===== src/rtl/id_ex_stage.sv =====
// id_ex_stage: ID/EX pipeline register for the five-stage RV32I pipeline.
// It captures decode controls and operands for EX. It detects load-use
// hazards, inserts a bubble and raises stall_o for exactly one cycle.
// A taken branch/jump resolved in EX (flush_i) turns the capture into a bubble.
// Optional feature macro: HAZARD_STATS_EN adds the stall_cnt/flush_cnt outputs.
module id_ex_stage #(
    parameter int          XLEN    = 32,
    parameter logic [1:0]  WD_DRAM = 2'b01,
    parameter logic [6:0]  OPC_LUI = 7'b0110111,
    parameter logic [6:0]  OPC_JAL = 7'b1101111
) (
    input  logic            clk,
    input  logic            rst_n,
    input  logic            id_valid,
    input  logic [31:0]     id_inst,
    input  logic [XLEN-1:0] id_pc,
    input  logic [XLEN-1:0] id_rd1,
    input  logic [XLEN-1:0] id_rd2,
    input  logic [XLEN-1:0] id_imm,
    input  logic            id_pc_sel,
    input  logic            id_npc_op,
    input  logic            id_rf_we,
    input  logic            id_alub_sel,
    input  logic            id_dram_we,
    input  logic [1:0]      id_wd_sel,
    input  logic [3:0]      id_alu_op,
    input  logic            flush_i,
    output logic            ex_valid,
    output logic [XLEN-1:0] ex_pc,
    output logic [XLEN-1:0] ex_rd1,
    output logic [XLEN-1:0] ex_rd2,
    output logic [XLEN-1:0] ex_imm,
    output logic [4:0]      ex_rs1,
    output logic [4:0]      ex_rs2,
    output logic [4:0]      ex_rd,
    output logic            ex_pc_sel,
    output logic            ex_npc_op,
    output logic            ex_rf_we,
    output logic            ex_alub_sel,
    output logic            ex_dram_we,
    output logic [1:0]      ex_wd_sel,
    output logic [3:0]      ex_alu_op,
    output logic            stall_o
`ifdef HAZARD_STATS_EN
    ,
    output logic [31:0]     stall_cnt,
    output logic [31:0]     flush_cnt
`endif
);

    // Instruction fields
    logic [4:0] id_rs1;
    logic [4:0] id_rs2;
    logic [4:0] id_rd;
    logic [6:0] id_opcode;
    logic       unused_funct7;

    assign id_rs1        = id_inst[19:15];
    assign id_rs2        = id_inst[24:20];
    assign id_rd         = id_inst[11:7];
    assign id_opcode     = id_inst[6:0];
    assign unused_funct7 = ^id_inst[31:25];

    // Pipeline state
    logic            ex_valid_q,    ex_valid_d;
    logic [XLEN-1:0] ex_pc_q,       ex_pc_d;
    logic [XLEN-1:0] ex_rd1_q,      ex_rd1_d;
    logic [XLEN-1:0] ex_rd2_q,      ex_rd2_d;
    logic [XLEN-1:0] ex_imm_q,      ex_imm_d;
    logic [4:0]      ex_rs1_q,      ex_rs1_d;
    logic [4:0]      ex_rs2_q,      ex_rs2_d;
    logic [4:0]      ex_rd_q,       ex_rd_d;
    logic            ex_pc_sel_q,   ex_pc_sel_d;
    logic            ex_npc_op_q,   ex_npc_op_d;
    logic            ex_rf_we_q,    ex_rf_we_d;
    logic            ex_alub_sel_q, ex_alub_sel_d;
    logic            ex_dram_we_q,  ex_dram_we_d;
    logic [1:0]      ex_wd_sel_q,   ex_wd_sel_d;
    logic [3:0]      ex_alu_op_q,   ex_alu_op_d;

    logic uses_rs1;
    logic uses_rs2;
    logic hazard;

    // Load-use detection: a load in EX whose destination feeds a source read by ID
    always_comb begin
        uses_rs1 = (id_opcode != OPC_LUI) && (id_opcode != OPC_JAL);
        uses_rs2 = (id_opcode == 7'b0110011) || (id_opcode == 7'b0100011) ||
                   (id_opcode == 7'b1100011);
        hazard   = ex_valid_q && id_valid && ex_rf_we_q &&
                   (ex_wd_sel_q == WD_DRAM) && (ex_rd_q != 5'd0) &&
                   ((uses_rs1 && (ex_rd_q == id_rs1)) ||
                    (uses_rs2 && (ex_rd_q == id_rs2)));
        // A flush kills the ID instruction upstream too, so no stall is needed
        stall_o  = hazard && !flush_i && rst_n;
    end

    // Next EX contents: bubble on flush or hazard, otherwise capture ID
    always_comb begin
        ex_valid_d    = 1'b0;
        ex_pc_d       = '0;
        ex_rd1_d      = '0;
        ex_rd2_d      = '0;
        ex_imm_d      = '0;
        ex_rs1_d      = '0;
        ex_rs2_d      = '0;
        ex_rd_d       = '0;
        ex_pc_sel_d   = 1'b0;
        ex_npc_op_d   = 1'b0;
        ex_rf_we_d    = 1'b0;
        ex_alub_sel_d = 1'b0;
        ex_dram_we_d  = 1'b0;
        ex_wd_sel_d   = '0;
        ex_alu_op_d   = '0;
        if (!flush_i && !hazard) begin
            ex_valid_d = id_valid;
            ex_pc_d    = id_pc;
            ex_rd1_d   = id_rd1;
            ex_rd2_d   = id_rd2;
            ex_imm_d   = id_imm;
            ex_rs1_d   = id_rs1;
            ex_rs2_d   = id_rs2;
            ex_rd_d    = id_rd;
            // Controls of a non-instruction stay zero so it can never write RF/DRAM
            if (id_valid) begin
                ex_pc_sel_d   = id_pc_sel;
                ex_npc_op_d   = id_npc_op;
                ex_rf_we_d    = id_rf_we;
                ex_alub_sel_d = id_alub_sel;
                ex_dram_we_d  = id_dram_we;
                ex_wd_sel_d   = id_wd_sel;
                ex_alu_op_d   = id_alu_op;
            end
        end
    end

    // ID/EX register with synchronous active-low reset to a bubble
    always_ff @(posedge clk) begin
        if (!rst_n) begin
            ex_valid_q    <= 1'b0;
            ex_pc_q       <= '0;
            ex_rd1_q      <= '0;
            ex_rd2_q      <= '0;
            ex_imm_q      <= '0;
            ex_rs1_q      <= '0;
            ex_rs2_q      <= '0;
            ex_rd_q       <= '0;
            ex_pc_sel_q   <= 1'b0;
            ex_npc_op_q   <= 1'b0;
            ex_rf_we_q    <= 1'b0;
            ex_alub_sel_q <= 1'b0;
            ex_dram_we_q  <= 1'b0;
            ex_wd_sel_q   <= '0;
            ex_alu_op_q   <= '0;
        end else begin
            ex_valid_q    <= ex_valid_d;
            ex_pc_q       <= ex_pc_d;
            ex_rd1_q      <= ex_rd1_d;
            ex_rd2_q      <= ex_rd2_d;
            ex_imm_q      <= ex_imm_d;
            ex_rs1_q      <= ex_rs1_d;
            ex_rs2_q      <= ex_rs2_d;
            ex_rd_q       <= ex_rd_d;
            ex_pc_sel_q   <= ex_pc_sel_d;
            ex_npc_op_q   <= ex_npc_op_d;
            ex_rf_we_q    <= ex_rf_we_d;
            ex_alub_sel_q <= ex_alub_sel_d;
            ex_dram_we_q  <= ex_dram_we_d;
            ex_wd_sel_q   <= ex_wd_sel_d;
            ex_alu_op_q   <= ex_alu_op_d;
        end
    end

    assign ex_valid    = ex_valid_q;
    assign ex_pc       = ex_pc_q;
    assign ex_rd1      = ex_rd1_q;
    assign ex_rd2      = ex_rd2_q;
    assign ex_imm      = ex_imm_q;
    assign ex_rs1      = ex_rs1_q;
    assign ex_rs2      = ex_rs2_q;
    assign ex_rd       = ex_rd_q;
    assign ex_pc_sel   = ex_pc_sel_q;
    assign ex_npc_op   = ex_npc_op_q;
    assign ex_rf_we    = ex_rf_we_q;
    assign ex_alub_sel = ex_alub_sel_q;
    assign ex_dram_we  = ex_dram_we_q;
    assign ex_wd_sel   = ex_wd_sel_q;
    assign ex_alu_op   = ex_alu_op_q;

`ifdef HAZARD_STATS_EN
    logic [31:0] stall_cnt_q, stall_cnt_d;
    logic [31:0] flush_cnt_q, flush_cnt_d;

    // Event counters, wrapping naturally at 2^32
    always_comb begin
        stall_cnt_d = stall_cnt_q;
        flush_cnt_d = flush_cnt_q;
        if (stall_o) begin
            stall_cnt_d = stall_cnt_q + 32'd1;
        end
        if (flush_i) begin
            flush_cnt_d = flush_cnt_q + 32'd1;
        end
    end

    // Counter registers, cleared by reset
    always_ff @(posedge clk) begin
        if (!rst_n) begin
            stall_cnt_q <= '0;
            flush_cnt_q <= '0;
        end else begin
            stall_cnt_q <= stall_cnt_d;
            flush_cnt_q <= flush_cnt_d;
        end
    end

    assign stall_cnt = stall_cnt_q;
    assign flush_cnt = flush_cnt_q;
`endif

endmodule


===== config.mk =====
export PLATFORM = sky130hd
export DESIGN_NAME = id_ex_stage
export DESIGN_NICKNAME = d
export VERILOG_FILES = /design/src/rtl/id_ex_stage.sv
export SDC_FILE = /design/constraint.sdc
export NUM_CORES = 1
export LEC_CHECK = 0
export ABC_AREA = 1
export CAP_MARGIN = 20
export CORE_MARGIN = 2
export CORE_UTILIZATION = 30
export DETAILED_ROUTE_END_ITERATION = 6
export GPL_ROUTABILITY_DRIVEN = 0
export MAX_ROUTING_LAYER = met4
export PLACE_DENSITY = 0.73
export SLEW_MARGIN = 20
export SYNTH_ARGS = -nofsm -noshare
export SYNTH_HDL_FRONTEND = slang
export SYNTH_SLANG_ARGS = --single-unit

===== constraint.sdc =====
create_clock -name clk -period 1.4 [get_ports clk]
set_input_delay 0.21 -clock clk [delete_from_list [all_inputs] [get_ports clk]]
set_output_delay 0.21 -clock clk [all_outputs]
set_load 0.02 [all_outputs]

==> results of run 1 <==
[worst paths after layout]
kind,slack [ps],cells past startpoint,startpoint,endpoint
min reg2reg,1170,9,ex_rf_we,ex_valid
min,310,3,id_rd2[9],ex_rd2[9]
max,-430,12,ex_rd[2],ex_rd1[27]
max reg2reg,-430,12,ex_rd[2],ex_rd1[27]
[cell usage after synthesis]
master / number
a21oi_1: 1
buf_2: 8
buf_6: 8
clkinv_1: 1
dfxtp_1: 155
inv_1: 161
inv_2: 2
nand2_1: 27
nand2_2: 1
nand3_1: 5
nand3b_1: 1
nand4_1: 1
nor2_1: 160
nor3_1: 2
nor3b_1: 1
o21ai_0: 1
xnor2_1: 1
xor2_1: 3
[critical path, stage by stage (launching register included)]
cell,delay (ps)
dfxtp_4,370
buf_6,120
nor3_4,120
nand3_2,110
nand3b_1,110
inv_2,50
nand2_4,70
buf_6,90
buf_12,140
nand2_8,90
buf_12,190
clkbuf_16,160
nor2_1,120
[where the power goes]
part	switching, mW	total, mW	internal, mW
registers	0.0495	4.63	4.58
clock network	1.84	4.89	3.05
logic	0.842	1.79	0.950
[cell type report]
class                      count  share of cell area [%]
timing repair buffer         372                    38.4
inverter                     164                    6.04
sequential                   155                    30.3
clock inverter                13                    1.84
tap                          188                    2.29
clock buffer                  19                    4.31
multi-input combinational    207                    16.7
[state kept, by name (all words and copies together) (netlist names)]
register     cells
ex_npc_op        1
ex_imm          32
ex_rd1          32
ex_rf_we         1
ex_rd            5
ex_rs2           5
ex_dram_we       1
ex_pc_sel        1
ex_wd_sel        2
ex_alu_op        4
ex_pc           32
ex_valid         1
ex_rd2          32
ex_rs1           5
ex_alub_sel      1
[cell families (layout without fill, tap and decap cells)]
| family | after synthesis | count (layout) |
|---|---|---|
| and+or+nand+nor | 198 | 201 |
| buffers and inverters | 180 | 568 |
| DFF | 155 | 155 |
| xor gates and xnor gates | 4 | 4 |
| AOI/OAI and AO/OA | 2 | 2 |
[metal layers]
metal / vias to the layer above / GRT usage (%) / wire length (um)
met2: 209 / 32.6 / 9460
met5: - / - / 0
li1: 2235 / - / -
met1: 2091 / 17.7 / 5920
met4: 0 / 6.59 / 392
met3: 29 / 6.94 / 1420
[stage by stage]
stage / instance area (sq um) / util (%) / TNS (ps) / power [mW] / cells
2_1_floorplan: 4670 / - / 0 / 5.21 / 539
3_3_place_gp: 8180 / 53.8 / -85230 / 6.10 / 1049
3_5_place_dp: 8180 / 53.8 / -86320 / 6.12 / 1049
4_1_cts: 9180 / 60.4 / -51330 / 11.1 / 1096
5_1_grt: 10300 / 67.6 / -67280 / 11.7 / 1118
6_report: 10300 / 67.6 / -51790 / 11.3 / 1118
[what timing repair did]
action	in CTS	in global routing
pin swaps	7	4
resized for setup	226	219
endpoints found under the setup margin	311	160
setup buffers	4	16
gates cloned	11	12
==> results.tsv, run 1 <==
stage	metric	value	unit
worst_hold_path	min-delay worst type	input pin to flip-flop	
timing	RSZ-0062 raised after global routing	yes	
clock_tree	Clk Latency, worst-skew pair	420	ps
layout	Nets	1092	
critical_path	Setup Crit Path Kind	flip-flop to flip-flop	
die	die width	129	um
drt	DR vias	4564	
logic_synthesis	largest family of logic cells by synthesized area	simple AND/OR/NAND/NOR gates	
timing	post-route setup slack	-432	ps
run	max-cap viol count	0	
power	P_leak	5.26	nW
drt	number of routed nets with antenna violations	0	
outcome	violated checks	setup timing	
logic_synthesis	Synth area leader	dfxtp_1	
layout	Register Area	3120	sq um
clock_tree	CTS tree	done	
clock_tree	root buffer cell	clkbuf_16	
timing	worst rel slew slack	37.1	%
logic_synthesis	Post-Synth Simple-Gate Area	16.4	%
logic_synthesis	synthesized instance count	539	
clock_tree	htree depth	4	
placement	Post-DP HPWL	10.3	mm
layout	Filler cells	1151	
critical_path	CP Launch Type	flip-flop	
drt	Vias per Instance	4.08	
layout	n_diodes	0	
global_route	largest net degree at the start of global routing	20	
timing	Final setup viols	156	
clock_tree	CTS sink count	155	
layout	commonest non-fill, non-tap cell in the layout	clkdlybuf4s50_1	
critical_path	worst-path maximum fanout	7	
logic_synthesis	Yosys warnings	0	
timing	actual slew at the worst max-slew pin	943	ps
global_route	total track usage	18.1	%
clock_tree	Max clock buf depth	2	
logic_synthesis	Cell variety after synth	18	
timing	Tcrit/Tclk final	131	%
timing	Setup Skew	6.73	ps
critical_path	WP data arrival	2180	ps
drt	DR iter-0 viols	163	
logic_synthesis	#FFs+latches synth	155	
die	die height	129	um
logic_synthesis	Synth Area in Adders	0	%
die	cell row count	45	
logic_synthesis	Mapped Area	4660	sq um
logic_synthesis	Mean Syn Cell Area	8.64	sq um
logic_synthesis	Seq/Total Area, Yosys	66.6	%
global_route	grt total ovfl	0	
global_route	initial antenna violation count	0	
drt	final wirelength	17.2	mm
outcome	run status	finished, violations left	
logic_synthesis	synth top area cells	dfxtp_1 (67%), inv_1 (13%), nor2_1 (13%)	
power	worst IR drop on VDD	0.729	mV
timing	Tmin final	1830	ps
logic_synthesis	post-synth top area share	66.6	%
drt	WL per Instance	15.4	um
die	IO Pins	331	
critical_path	CP required	1750	ps
timing	Final Hold Fails	0	
layout	Layout area overhead	120	%
logic_synthesis	post-synthesis mux area share	0	%
clock_tree	Reg clk slew, reported paths	70	ps
logic_synthesis	Syn Nets	714	
global_route	vias in the first global route	4284	
timing	Fmax achieved	546	MHz
drt	DRC Markers	0	
timing	WHS	305	ps
critical_path	CP endpoint kind	flip-flop	
layout	area of the multi-input gates	1720	sq um
die	core area	15200	sq um
placement	Port Buf Inserts	320	
die	die area	16500	sq um
clock_tree	TritonCTS buffer count	17	
logic_synthesis	Post-Synth XOR/XNOR Area	0.752	%
die	initial core utilization	30.6	%
clock_tree	post-cts hold buffer count	0	
placement	dpl ws	-746	ps
logic_synthesis	Compound-Gate Fraction of Synth Area	0.215	%
layout	most frequent cells in the layout	clkdlybuf4s50_1 (164), inv_1 (159), dlygate4sd2_1 (151), dfxtp_1 (150), nor2_4 (94)	
drt	1st-pass router iterations	4	
global_route	first-pass GRT wire length	21.6	mm
timing	final slew viol count	0	
power	cell area power density	1100	nW/um^2
layout	share of layout cells above drive strength 1	25.4	%
Note: power is estimated with default switching activity, not from simulation.
==> run 2, diff against run 1 <==
- RECOVER_POWER: unset -> 25
==> results of run 2 <==
Final layout, timing and power as in run 1 (identical DEF).
==> run 3, diff against run 2 <==
- PLACE_DENSITY: 0.73 -> 0.7
- clock period: 1.4 -> 2.18 ns (I/O delays scaled with it)
==> run 3 against run 2 <==
Against the previous run:
- the flow now finishes without violations
- non-clock buffer count shrank 40
- via count shrank 9.4%
- total power shrank 38%
- combinational power shrank 52%
- core utilization shrank 10 points
- global-route usage shrank 1.9 points
- hold slack gained 120 ps
- sequential power shrank 36%
- register-to-register slack gained 780 ps
- critical path type is now flip-flop to primary output
- critical endpoint is now stall_o
==> results.tsv, run 3 (synthesis gave the netlist of run 1 again) <==
stage	metric	value	unit	change
die	die height	129	um	unchanged
placement	Post-Place Cell Area	8100	sq um	-1.0%
layout	Layout area overhead	87.4	%	
layout	design area	8730	sq um	-15%
timing	worst rel slew slack	62.4	%	+25 points
clock_tree	CTS sink count	155		unchanged
layout	Filler cells	1389		+21%
run	max-cap viol count	0		unchanged
die	cell row count	45		unchanged
layout	most frequent cells in the layout	clkdlybuf4s50_1 (282), inv_1 (161), nor2_1 (160), dfxtp_1 (153), dlygate4sd3_1 (37)		
timing	Fmax achieved	509	MHz	
worst_hold_path	min-delay worst type	input pin to flip-flop		
clock_tree	CTS tree	done		
timing	TNS Setup	0	ps	+51790 ps
timing	actual slew at the worst max-slew pin	564	ps	-379 ps
global_route	grt total ovfl	0		unchanged
power	worst IR drop on VDD	0.460	mV	-37%
critical_path	worst-path maximum fanout	4		-3
layout	n_diodes	0		unchanged
drt	Vias per Instance	3.85		-5.7%
critical_path	cells along the critical path	xnor2_1 -> nand2_1 -> nor2_1 -> nand2_1 -> nand2_1 -> nand2_1 -> nor3_1 -> buf_2		
power	cell area power density	809	nW/um^2	-27%
clock_tree	root buffer cell	clkbuf_16		
critical_path	CP required	1850	ps	+100 ps
outcome	run status	completed		
global_route	initial antenna violation count	0		unchanged
die	die width	129	um	unchanged
timing	Final setup viols	0		-100%
timing	RSZ-0062 raised after global routing	no		
layout	end-of-flow core utilization	57.4	%	-10 points
critical_path	CP Buf/Inv Count	1		-5
drt	DRC Markers	0		unchanged
placement	Port Buf Inserts	320		unchanged
clock_tree	TritonCTS buffer count	17		unchanged
timing	final slew viol count	0		unchanged
critical_path	Slowest-stage cell, CP	dfxtp_1		
layout	commonest non-fill, non-tap cell in the layout	clkdlybuf4s50_1		
clock_tree	Reg clk slew, reported paths	60	ps	about the same
global_route	total track usage	16.2	%	-1.9 points
die	IO Pins	331		unchanged
critical_path	CP Launch Type	flip-flop		
layout	share of layout cells above drive strength 1	5.19	%	-20 points
critical_path	most used cell, CP	nand2_1		
placement	dpl ws	-270	ps	+476 ps
timing	Final Hold Fails	0		unchanged
drt	DR iter-0 viols	85		-48%
clock_tree	Max clock buf depth	2		unchanged
drt	final wirelength	13.1	mm	-24%
timing	post-route setup slack	216	ps	+648 ps
drt	DR vias	4135		-9.4%
layout	Nets	1049		-3.9%
clock_tree	Clk Latency, worst-skew pair	420	ps	about the same
die	die area	16500	sq um	unchanged
global_route	largest net degree at the start of global routing	59		+200%
timing	Tcrit/Tclk final	90.1	%	
critical_path	WP data arrival	1640	ps	-540 ps
drt	1st-pass router iterations	4		unchanged
critical_path	Top Family by Delay on Critical Path	simple AND/OR/NAND/NOR gates		
global_route	first-pass GRT wire length	19.5	mm	-10%
die	core area	15200	sq um	unchanged
clock_tree	htree depth	4		unchanged
global_route	vias in the first global route	4016		-6.3%
drt	WL per Instance	12.2	um	-21%
timing	Tmin final	1960	ps	
critical_path	Setup Crit Path Kind	flip-flop to primary output		
power	P_leak	4.24	nW	-20%
critical_path	CP endpoint kind	primary output		
critical_path	CP max stage delay	440	ps	+70 ps
drt	number of routed nets with antenna violations	0		unchanged
placement	Post-DP HPWL	10.1	mm	-2.3%
die	initial core utilization	30.6	%	unchanged
timing	Setup Skew	7.96	ps	+1.23 ps
[run 3: worst paths after layout]
check             start          to  slack, ps  cells after the start
max            ex_rd[4]     stall_o        220                      8
min          id_rd1[10]  ex_rd1[10]        430                      3
max reg2reg    ex_rd[4]   ex_rs2[3]        350                     10
min reg2reg    ex_rf_we   ex_pc[30]       1230                      8
[run 3: what timing repair did]
action	CTS	global route
resized for setup	4	4
cloned	0	0
hold buffers	0	0
endpoints found under the setup margin	1	1
buffers inserted	0	0
[run 3: cell type report]
class	count	area [sq um]	share of cell area, %
well taps	188	235	2.69
clock buffers	18	439	5.03
inverters	164	616	7.05
repair buffers	332	3300	37.8
clock inverters	13	216	2.48
multi-input cells	204	820	9.39
flip-flops and latches	155	3110	35.6
[run 3: report_power, final]
part           switching, mW  internal (mW)  leakage (nW)
registers             0.0308           2.94          1.27
clock network           1.17           2.07         0.309
logic                  0.358          0.494          2.65
total                   1.56           5.51          4.24
[run 3: per-layer routing]
layer	routed length [um]	part of all wire, %	vias up	track usage (%)
li1	-	-	2139	-
met4	328	2.5	0	7.86
met5	0	0	-	-
met3	1300	9.9	23	6.40
met1	5160	39	1761	16.8
met2	6320	48	212	27.0
[run 3: metrics by stage]
| stage | hold slack [ps] | power, mW | cells |
|---|---|---|---|
| CTS | 406 | 7.16 | 1074 |
| global placement | 850 | 3.90 | 1043 |
| floorplan | 439 | 3.35 | 539 |
| global route | 413 | 7.35 | 1074 |
| finish | 425 | 7.06 | 1074 |
| detailed placement | 853 | 3.91 | 1043 |
[run 3: worst register-to-register path: stages (launching register included)]
cell and delay, ps:
dfxtp_1 440, xnor2_1 150, nand2_1 70, nor2_1 90, nand2_1 60, nand2_1 50, nand2_1 60, clkbuf_1 130
nand2_4 110, clkbuf_1 460, nor2_1 90
